### config.mk
export PLATFORM = sky130hd
export DESIGN_NAME = durbin_coeff_bank
export DESIGN_NICKNAME = d
export VERILOG_FILES = /design/src/rtl/durbin_coeff_bank.sv
export SDC_FILE = /design/constraint.sdc
export NUM_CORES = 2
export LEC_CHECK = 0
export BUFFER_PORTS_ARGS = -buffer_cell sky130_fd_sc_hd__clkbuf_2
export CAP_MARGIN = 0
export CORE_MARGIN = 4
export CORE_UTILIZATION = 61
export CTS_BUF_LIST = sky130_fd_sc_hd__clkbuf_4 sky130_fd_sc_hd__clkbuf_8 sky130_fd_sc_hd__clkbuf_16
export CTS_CLUSTER_SIZE = 24
export DETAILED_ROUTE_END_ITERATION = 8
export PLACE_DENSITY = 0.86
export SYNTH_ARGS = -nofsm -noshare
export SYNTH_HDL_FRONTEND = slang
export SYNTH_SLANG_ARGS = --single-unit
### constraint.sdc
create_clock -name iClock -period 7.91 [get_ports iClock]
set_clock_uncertainty 0.05 [all_clocks]
set_input_delay 0.3955 -clock iClock [delete_from_list [all_inputs] [get_ports iClock]]
set_output_delay 0.3955 -clock iClock [all_outputs]
set_load 0.02 [all_outputs]
### src/rtl/durbin_coeff_bank.sv
// Triangular store for Levinson-Durbin coefficient sets of orders 1..MAX_ORDER with a valid/ready unload.
// Optional `define DCB_MAXMAG_EN builds the running max |coeff| tracker on oMaxMag.
module durbin_coeff_bank #(
    parameter int unsigned MAX_ORDER = 12,
    parameter int unsigned COEFF_W   = 12,
    parameter int unsigned ORDER_W   = 4
) (
    input  logic               iClock,
    input  logic               iReset,
    input  logic               iEnable,
    input  logic               iClear,
    input  logic               iLoad,
    input  logic [ORDER_W-1:0] iM,
    input  logic [COEFF_W-1:0] iCoeff,
    input  logic               iStart,
    input  logic [ORDER_W-1:0] iBestM,
    input  logic               iReady,
    output logic [COEFF_W-1:0] oCoeff,
    output logic               oValid,
    output logic               oLast,
    output logic               oDone,
    output logic               oError,
    output logic [COEFF_W-1:0] oMaxMag
);

    localparam int unsigned DEPTH  = MAX_ORDER * (MAX_ORDER + 1) / 2;
    localparam int unsigned CNT_W  = $clog2(MAX_ORDER + 1);
    localparam int unsigned ADDR_W = (DEPTH > 1) ? $clog2(DEPTH) : 1;

    typedef enum logic [1:0] {S_IDLE, S_UNLOAD, S_DONE} state_t;

    state_t             state;
    logic [CNT_W-1:0]   cur_m;
    logic [CNT_W-1:0]   rcnt;
    logic [CNT_W-1:0]   wcnt [MAX_ORDER+1];
    logic [COEFF_W-1:0] mem  [DEPTH];

    logic               load_legal, start_legal, clear_act, load_block;
    logic               wr_en, load_err, start_go, beat;
    logic [CNT_W-1:0]   load_idx, start_idx, rcnt_inc;
    logic [ADDR_W-1:0]  wr_addr, rd_addr_nxt;
    logic [COEFF_W-1:0] rd_data_nxt;

    // Set m starts at word m*(m-1)/2.
    function automatic logic [ADDR_W-1:0] base_of(input logic [CNT_W-1:0] m);
        int unsigned mi;
        mi = 32'(m);
        return ADDR_W'((mi * (mi - 1)) / 2);
    endfunction

    // Request decode, write address and next-beat read with same-cycle write forwarding.
    always_comb begin
        load_legal  = (iM != '0) && (iM <= ORDER_W'(MAX_ORDER));
        start_legal = (iBestM != '0) && (iBestM <= ORDER_W'(MAX_ORDER));
        load_idx    = load_legal ? CNT_W'(iM) : '0;
        start_idx   = start_legal ? CNT_W'(iBestM) : '0;
        rcnt_inc    = rcnt + CNT_W'(1);
        clear_act   = iEnable && iClear && (state != S_UNLOAD);
        load_block  = (state == S_UNLOAD) && (load_idx == cur_m);
        wr_en       = iEnable && iLoad && load_legal && !clear_act && !load_block
                      && (wcnt[load_idx] != load_idx);
        load_err    = iEnable && iLoad && !clear_act && (!load_legal || load_block);
        wr_addr     = base_of(load_idx) + ADDR_W'(wcnt[load_idx]);
        start_go    = iEnable && iStart && start_legal && !clear_act && (state != S_UNLOAD);
        beat        = iEnable && (state == S_UNLOAD) && oValid && iReady;
        rd_addr_nxt = start_go ? base_of(start_idx) : base_of(cur_m) + ADDR_W'(rcnt_inc);
        rd_data_nxt = '0;
        if (wr_en && (wr_addr == rd_addr_nxt)) begin
            rd_data_nxt = iCoeff;
        end else if (rd_addr_nxt < ADDR_W'(DEPTH)) begin
            rd_data_nxt = mem[rd_addr_nxt];
        end
    end

    // Storage, write counters, unload FSM and registered outputs.
    always_ff @(posedge iClock) begin
        if (iReset) begin
            state  <= S_IDLE;
            cur_m  <= '0;
            rcnt   <= '0;
            oCoeff <= '0;
            oValid <= 1'b0;
            oLast  <= 1'b0;
            oDone  <= 1'b0;
            oError <= 1'b0;
            for (int unsigned i = 0; i <= MAX_ORDER; i++) wcnt[i] <= '0;
            for (int unsigned i = 0; i < DEPTH; i++) mem[i] <= '0;
        end else if (iEnable) begin
            if (clear_act) begin
                state  <= S_IDLE;
                oDone  <= 1'b0;
                oError <= 1'b0;
                for (int unsigned i = 0; i <= MAX_ORDER; i++) wcnt[i] <= '0;
                for (int unsigned i = 0; i < DEPTH; i++) mem[i] <= '0;
            end else begin
                if (wr_en) begin
                    mem[wr_addr]   <= iCoeff;
                    wcnt[load_idx] <= wcnt[load_idx] + CNT_W'(1);
                end
                if (load_err) oError <= 1'b1;
                case (state)
                    S_IDLE, S_DONE: begin
                        if (start_go) begin
                            state  <= S_UNLOAD;
                            cur_m  <= start_idx;
                            rcnt   <= '0;
                            oCoeff <= rd_data_nxt;
                            oValid <= 1'b1;
                            oLast  <= (start_idx == CNT_W'(1));
                            oDone  <= 1'b0;
                        end else if (iStart) begin
                            // Illegal order: finish immediately with no beats.
                            state  <= S_DONE;
                            oDone  <= 1'b1;
                            oError <= 1'b1;
                        end
                    end
                    S_UNLOAD: begin
                        if (beat) begin
                            if (oLast) begin
                                state  <= S_DONE;
                                oValid <= 1'b0;
                                oLast  <= 1'b0;
                                oDone  <= 1'b1;
                            end else begin
                                rcnt   <= rcnt_inc;
                                oCoeff <= rd_data_nxt;
                                oLast  <= (rcnt_inc == (cur_m - CNT_W'(1)));
                            end
                        end
                    end
                    default: state <= S_IDLE;
                endcase
            end
        end
    end

`ifdef DCB_MAXMAG_EN
    logic [COEFF_W-1:0] abs_cur;
    logic [COEFF_W-1:0] max_mag;

    // Saturating magnitude of the presented coefficient.
    always_comb begin
        abs_cur = oCoeff;
        if (oCoeff[COEFF_W-1]) begin
            if (oCoeff == {1'b1, {(COEFF_W-1){1'b0}}}) abs_cur = {1'b0, {(COEFF_W-1){1'b1}}};
            else                                       abs_cur = -oCoeff;
        end
    end

    always_ff @(posedge iClock) begin
        if (iReset) begin
            max_mag <= '0;
        end else if (iEnable) begin
            if (start_go)                         max_mag <= '0;
            else if (beat && (abs_cur > max_mag)) max_mag <= abs_cur;
        end
    end

    assign oMaxMag = max_mag;
`else
    assign oMaxMag = '0;
`endif

endmodule

### Yosys cells after proc, flatten, opt, wreduce, memory -nomap -nowiden

Memories as Yosys holds them, arrays and structs flattened.
Index checks and enable logic that the tools add are counted.

| cells by class | value |
|---|---|
| bitwise logic cells | 92 |
| multiply operators | 3 |
| mux-type cells | 146 |
| reductions and logical operators | 38 |
| magnitude comparators | 3 |
| equality and inequality tests | 15 |
| $add $sub $neg | 8 |

Operators by type and width:

| operator | number |
|---|---|
| $mux 12 | 84 |
| $or 1x1->1 | 91 |
| $mux 4 | 20 |
| $mux 1 | 29 |
| $mul 5x5->8 | 3 |
| $pmux 12 s2 | 1 |
| $logic_and 1x1->1 | 20 |
| $sub 4x1->5 const B | 3 |
| $add 7x4->7 | 2 |
| $mux 7 | 2 |
| $reduce_and 6->1 | 2 |
| $reduce_or 12->1 | 1 |
| $mux 2 | 5 |
| $reduce_and 5->1 | 2 |
| $add 4x1->4 const B | 2 |
| $eq 4x4->1 | 2 |
| $le 4x4->1 const B | 2 |
| $ne 2x2->1 const B | 4 |
| $pmux 4 s2 | 1 |
| $reduce_and 4->1 | 2 |
| $reduce_bool 4->1 | 2 |
| $eq 7x7->1 | 1 |
| $lt 7x7->1 const B | 1 |
| $ne 3x3->1 const B | 2 |
| 17 further kinds | 21 |

| storage, ports and cells | value |
|---|---|
| memory bits (writable) | 988 |
| memories kept | 2 |
| input bits | 27 |
| register bits | 26 |
| output and inout port bits | 28 |
| word-level logic and storage cells | 315 |

Memories:

| name | depth | width | rd ports | clocked after memory_dff | write ports | line | source |
|---|---|---|---|---|---|---|---|
| mem | 78 | 12 | 1 | 0 | 78 | 36 | `logic [COEFF_W-1:0] mem [DEPTH];` |
| wcnt | 13 | 4 | 1 | 0 | 13 | 35 | `logic [CNT_W-1:0] wcnt [MAX_ORDER+1];` |

### Logic depth before layout (Yosys ltp)

| depth | value |
|---|---|
| depth in word-level cells | 15 |
| mapped depth | 26 |
| gate-level depth less buffers | 24 |

### Worst setup path before layout

No wires, ideal clock.

| path | value |
|---|---|
| path type | input to register |
| from | in iM[3] |
| to | mem mem[16][0], enable pin |
| stages on the path | 19 |
| setup time | 0.398 ns |
| buffers on the path | 3 |
| required time | 7.462 ns |
| path slack | 1.455 ns |
| data arrival time | 6.008 ns |
| cell sequence | buf_2 -> buf_1 -> o211ai_1 -> o21a_1 -> ha_1 -> nand2b_1 -> fa_1 -> fa_1 -> fa_1 -> inv_1 -> fa_1 -> ha_1 -> nor2b_1 -> o21ai_0 -> xor2_1 -> clkbuf_1 -> nor2b_1 -> nand2_1 -> o21ai_0 |

RTL lines:

| element | line | source |
|---|---|---|
| from (decl) | 13 | `input logic [ORDER_W-1:0] iM,` |
| to (decl) | 36 |  |

### Worst setup path after layout

| path | value |
|---|---|
| from | reg cur_m[0] |
| to | reg oCoeff[11] |

| on the way | value |
|---|---|
| word-level cells in the longest chain between the ends | 10 |
| elaborated cells on any way between the ends | 19 |
| those cells by class | 2 x add/sub; 1 x mul; 1 x order compare; 2 x eq/ne; 7 x mux; 5 x reduce/logical; 1 x memory |

RTL lines:

| element | line | source |
|---|---|---|
| from (decl) | 33 | `logic [CNT_W-1:0] cur_m;` |
| from (signal assigned) | 105 | `cur_m <= start_idx;` |
| $sub 4x1->5 / $eq 4x4->1 (equally long branches) | 48, 59 |  |
| $mul 5x5->8 / $logic_and 1x1->1 (equally long branches) | 48, 59 |  |
| $add 7x4->7 / $logic_not 1->1 (equally long branches) | 66, 60 |  |
| $mux 7 / $logic_and 1x1->1 (equally long branches) | 66, 60 |  |
| $mem_v2 78x12 (tied with other cells) | -- |  |
| $mux 12 / $logic_and 1x1->1 (equally long branches) | 70, 68 |  |
| $mux 12 (*) | 68 | `if (wr_en && (wr_addr == rd_addr_nxt)) begin` |
| $mux 12 | 120 | `if (oLast) begin` |
| $mux 12 | 119 | `if (beat) begin` |
| $pmux 12 s2 (*) | 101 | `case (state)` |
| to (signal assigned) | 107 | `oCoeff <= rd_data_nxt;` |
| to (signal assigned) | 127 | `oCoeff <= rd_data_nxt;` |
| to (decl) | 18 | `output logic [COEFF_W-1:0] oCoeff,` |

Every way passes the cells marked *; elsewhere a longest branch is shown, timed or not. The select of a mux whose other input is x is not followed.
A chain may end at the register's enable or synchronous reset.

==> Implementation_results.wiki <==
{| class="wikitable"
! Metric !! Value
|-
| Result of the run || completed
|-
| Share of the clock period used by the worst path || 92.4%
|-
| IO Port Bufs || 42
|-
| CTS Hold Buffers Added || 0
|-
| Area Overhead vs Synth || 10.8%
|-
| Height of the die || 290 µm
|-
| Global-route wire length before repair || approximately 230000 µm
|-
| Source of the worst hold timing path || iStart
|-
| Dominant synthesized flop cell || edfxtp_1
|-
| Worst slew slack as a fraction of its limit || 2.81%
|-
| Floorplan core area || 0.0789 mm²
|-
| Maximum count of clock buffers along a single path || 3
|-
| Total leakage power || 19.2 nW
|-
| Gates resized, CTS repair || 0
|-
| Via total after detailed routing || about 40000
|-
| PwrDens || 254 mW/mm²
|-
| Post-Route WL || 158000 µm
|-
| Number of global-route vias before repair || 37593
|-
| Setup Crit Path Kind || reg -> reg
|-
| Final GP Congestion || 1.05
|-
| Count of buffers added by post-CTS timing repair for setup || 0
|-
| Number of distinct standard cells referenced by the synthesized netlist || 87
|-
| CTS tree || yes
|-
| Number of antenna violations at the first check in global routing || 13
|-
| Count of final hold-check violations || 0
|-
| Seq/Total Area, Yosys || 62.8%
|-
| Data arrival at the endpoint of the critical path || 7.80 ns
|-
| Kind of path behind the tightest hold check || in -> reg
|-
| Via-to-Cell Ratio || ~7
|-
| Total placed instance area || approximately 0.050 mm²
|-
| Fraction of synthesis flops using an asynchronous set or reset pin || 0%
|-
| Worst-case reg-to-reg path depth || 19
|-
| Number of buffers inserted during clock tree synthesis || 102
|-
| Post-synth EDFFs || 996
|-
| H-Tree Level Count || 3
|-
| Reg2Reg Launch Point || cur_m[0]
|-
| Routed length per placed instance || around 27 µm
|-
| Max-slew violations || 0
|-
| Total congestion overflow || 0
|-
| Total global routing track utilization || 36.5%
|-
| Peak ir drop on the vdd network || about 220 µV
|-
| Largest net degree at the start of global routing || 131
|-
| Reg2Reg Setup Slack || 0.60 ns
|-
| Clock tree root driver cell || clkbuf_16
|-
| First drt pass iteration count || 8
|-
| Cell area after technology mapping || a little under 0.05 mm²
|-
| CTS Sinks || 1022
|-
| Endpoint type of the worst setup path || flop
|-
| Tightest hold margin || 0.0918 ns
|-
| Final #Nets || 4736
|-
| Share of cells above drive strength 1 || 10.1%
|-
| Final-layout setup total negative slack || 0 ns
|-
| Register bit total from synthesis || between 1000 and 1500
|-
| Post-synthesis cell type with the largest combined area || edfxtp_1
|-
| Die ar. || approximately 0.084 mm²
|-
| Biggest area contributors in the synthesized netlist || edfxtp_1, nor2_1, nand2_1, nand3_1, mux2i_1
|-
| Average size of a mapped cell || 10.5 µm²
|-
| Setup violation total in the final timing report || 0
|-
| Placement Rows || 103
|-
| Worst-path maximum fanout || 10
|-
| Time the worst path needs with I/O delays and setup || around 7.3 ns
|-
| Tightest Pin Transition || 1.45 ns
|-
| Highest attainable clock frequency || 137 MHz
|-
| Final non-filler cell area || between 0.05 and 0.06 mm²
|-
| Unrepaired setup endpoints after global routing || no
|-
| Number of nets with antenna violations after detailed routing || 0
|-
| Capturing point of the worst reg2reg path || oCoeff[11]
|-
| Iteration-0 DRC Markers || approximately 8100
|-
| Horizontal extent of the die || 290 µm
|-
| Hold endpoint || oError
|-
| Fraction of post-synthesis cell area in the top cell type by area || 61.7%
|-
| Clock-pin transition on the worst setup and hold timing paths || 0.07 ns
|-
| Clk_lat worst skew || 0.69 ns
|-
| DP Wirelength || 100000 µm
|-
| Initial core utilization || about 61%
|-
| Element type at the critical path start || flop
|-
| Required time of the worst setup path || 8.40 ns
|-
| Count of mapped cells out of synthesis || 4600
|-
| Worst hold stages || 4
|-
| Number of maximum-capacitance violations || 0
|-
| Remaining DRCs || 0
|-
| Number of I/O pins || 55
|-
| Number of warning messages in the yosys log || 0
|}
[report_power, final]
group          internal [mW]  leakage [nW]  switching [mW]
clock network           2.65          1.60            2.09
registers               6.20          10.9          0.0792
logic                  0.618          6.78            2.00
[worst max-delay path, stage by stage, from the launching register on]
cell      delay [ns]
dfxtp_1         0.41
or3_1           0.41
ha_1            0.33
nand2b_1        0.18
fa_1            0.54
fa_1            0.44
fa_1            0.50
inv_1           0.07
fa_1            0.46
ha_1            0.34
inv_1           0.06
and3_1          0.20
or3_1           0.44
a21o_1          0.47
nor2_1          1.20
nand3_1         0.18
nand4_1         0.31
o221ai_1        0.15
nor4_1          0.34
o31ai_1         0.11
[worst max-delay path by stage]
stage	from	to	slack [ns]
after floorplan	iM[3]	mem[16][0]	1.45
after global placement	iM[3]	mem[25][6]	1.05
after detailed placement	iM[3]	mem[31][6]	0.95
after CTS	cur_m[0]	oCoeff[11]	1.02
after global routing	cur_m[0]	oCoeff[7]	0.56
final	cur_m[0]	oCoeff[11]	0.60
[registers in the layout (all words and copies together) (netlist names)]
signal	flops
cur_m	4
mem	944
oCoeff	12
oDone	1
oError	1
oLast	1
oValid	1
rcnt	4
state	2
wcnt	52
[metrics by stage]
stage | worst slack, ns | util (%) | power, mW | cells
2_1_floorplan | 1.45 | - | 7.74 | 4611
3_3_place_gp | 1.05 | 64.0 | 8.75 | 5566
3_5_place_dp | 0.951 | 64.0 | 8.81 | 5566
4_1_cts | 1.02 | 68.0 | 13.4 | 5748
5_1_grt | 0.561 | 68.0 | 13.9 | 5750
6_report | 0.604 | 68.1 | 13.6 | 5760
[metal layers]
layer	vias to the layer above	global-route usage [%]	routed length, µm
met3	968	13.6	28300
met5	-	0.170	194
met4	12	23.7	13500
li1	16228	-	-
met2	4030	52.9	66700
met1	18391	46.3	49600
[cells in the final DEF (no fill, tap or decap), types with 21 or more instances in the layout]
master	count
and3_1	57
o21ai_1	79
inv_1	62
clkbuf_4	22
nand4_1	32
edfxtp_1	996
o21ai_0	50
ha_1	66
xnor2_1	26
dfxtp_1	26
clkbuf_16	103
a21oi_1	87
nor3_1	30
nor2_1	1080
mux2i_1	109
a211oi_1	24
a311oi_1	21
fa_1	23
o22ai_1	30
a31oi_1	67
a32oi_1	43
nand3_1	230
clkbuf_2	42
clkinv_1	24
nand2_1	855
buf_4	202
[logic make-up (layout without fill, tap and decap cells)]
family / after synthesis / in the layout / share of synthesized area, %
flops: 1022 / 1022 / 62.8
simple gates: 2383 / 2383 / 20.2
compound gates: 524 / 524 / 7.26
buf+inv: 409 / 496 / 3.53
other cells: 1 / 24 / 0.00773
fa+ha+maj: 89 / 89 / 2.65
mux: 129 / 129 / 2.72
xor+xnor: 43 / 43 / 0.821
[layout make-up]
type                            count  area [µm²]
Antenna cell                       12        30.0
Clock buffer                      125        2740
Clock inverter                     57         479
Fill cell                        5359       25200
Inverter                           63         236
Multi-Input combinational cell   3180       16600
Sequential cell                  1022       30400
Tap cell                         1050        1310
Timing Repair Buffer              251        1870
[synthesized netlist by cell type, types with 23 or more instances]
cell,count
inv_1,62
ha_1,66
nand2_1,858
dfxtp_1,26
xnor2_1,26
o21ai_0,129
clkbuf_1,191
mux2i_1,110
nor3_1,30
nand3_1,234
buf_1,42
a211oi_1,24
buf_2,100
a21oi_1,87
o22ai_1,31
nand4_1,32
and3_1,57
fa_1,23
edfxtp_1,996
nor2_1,1082
a32oi_1,43
a31oi_1,67
Power figures use the tool's default switching activity.
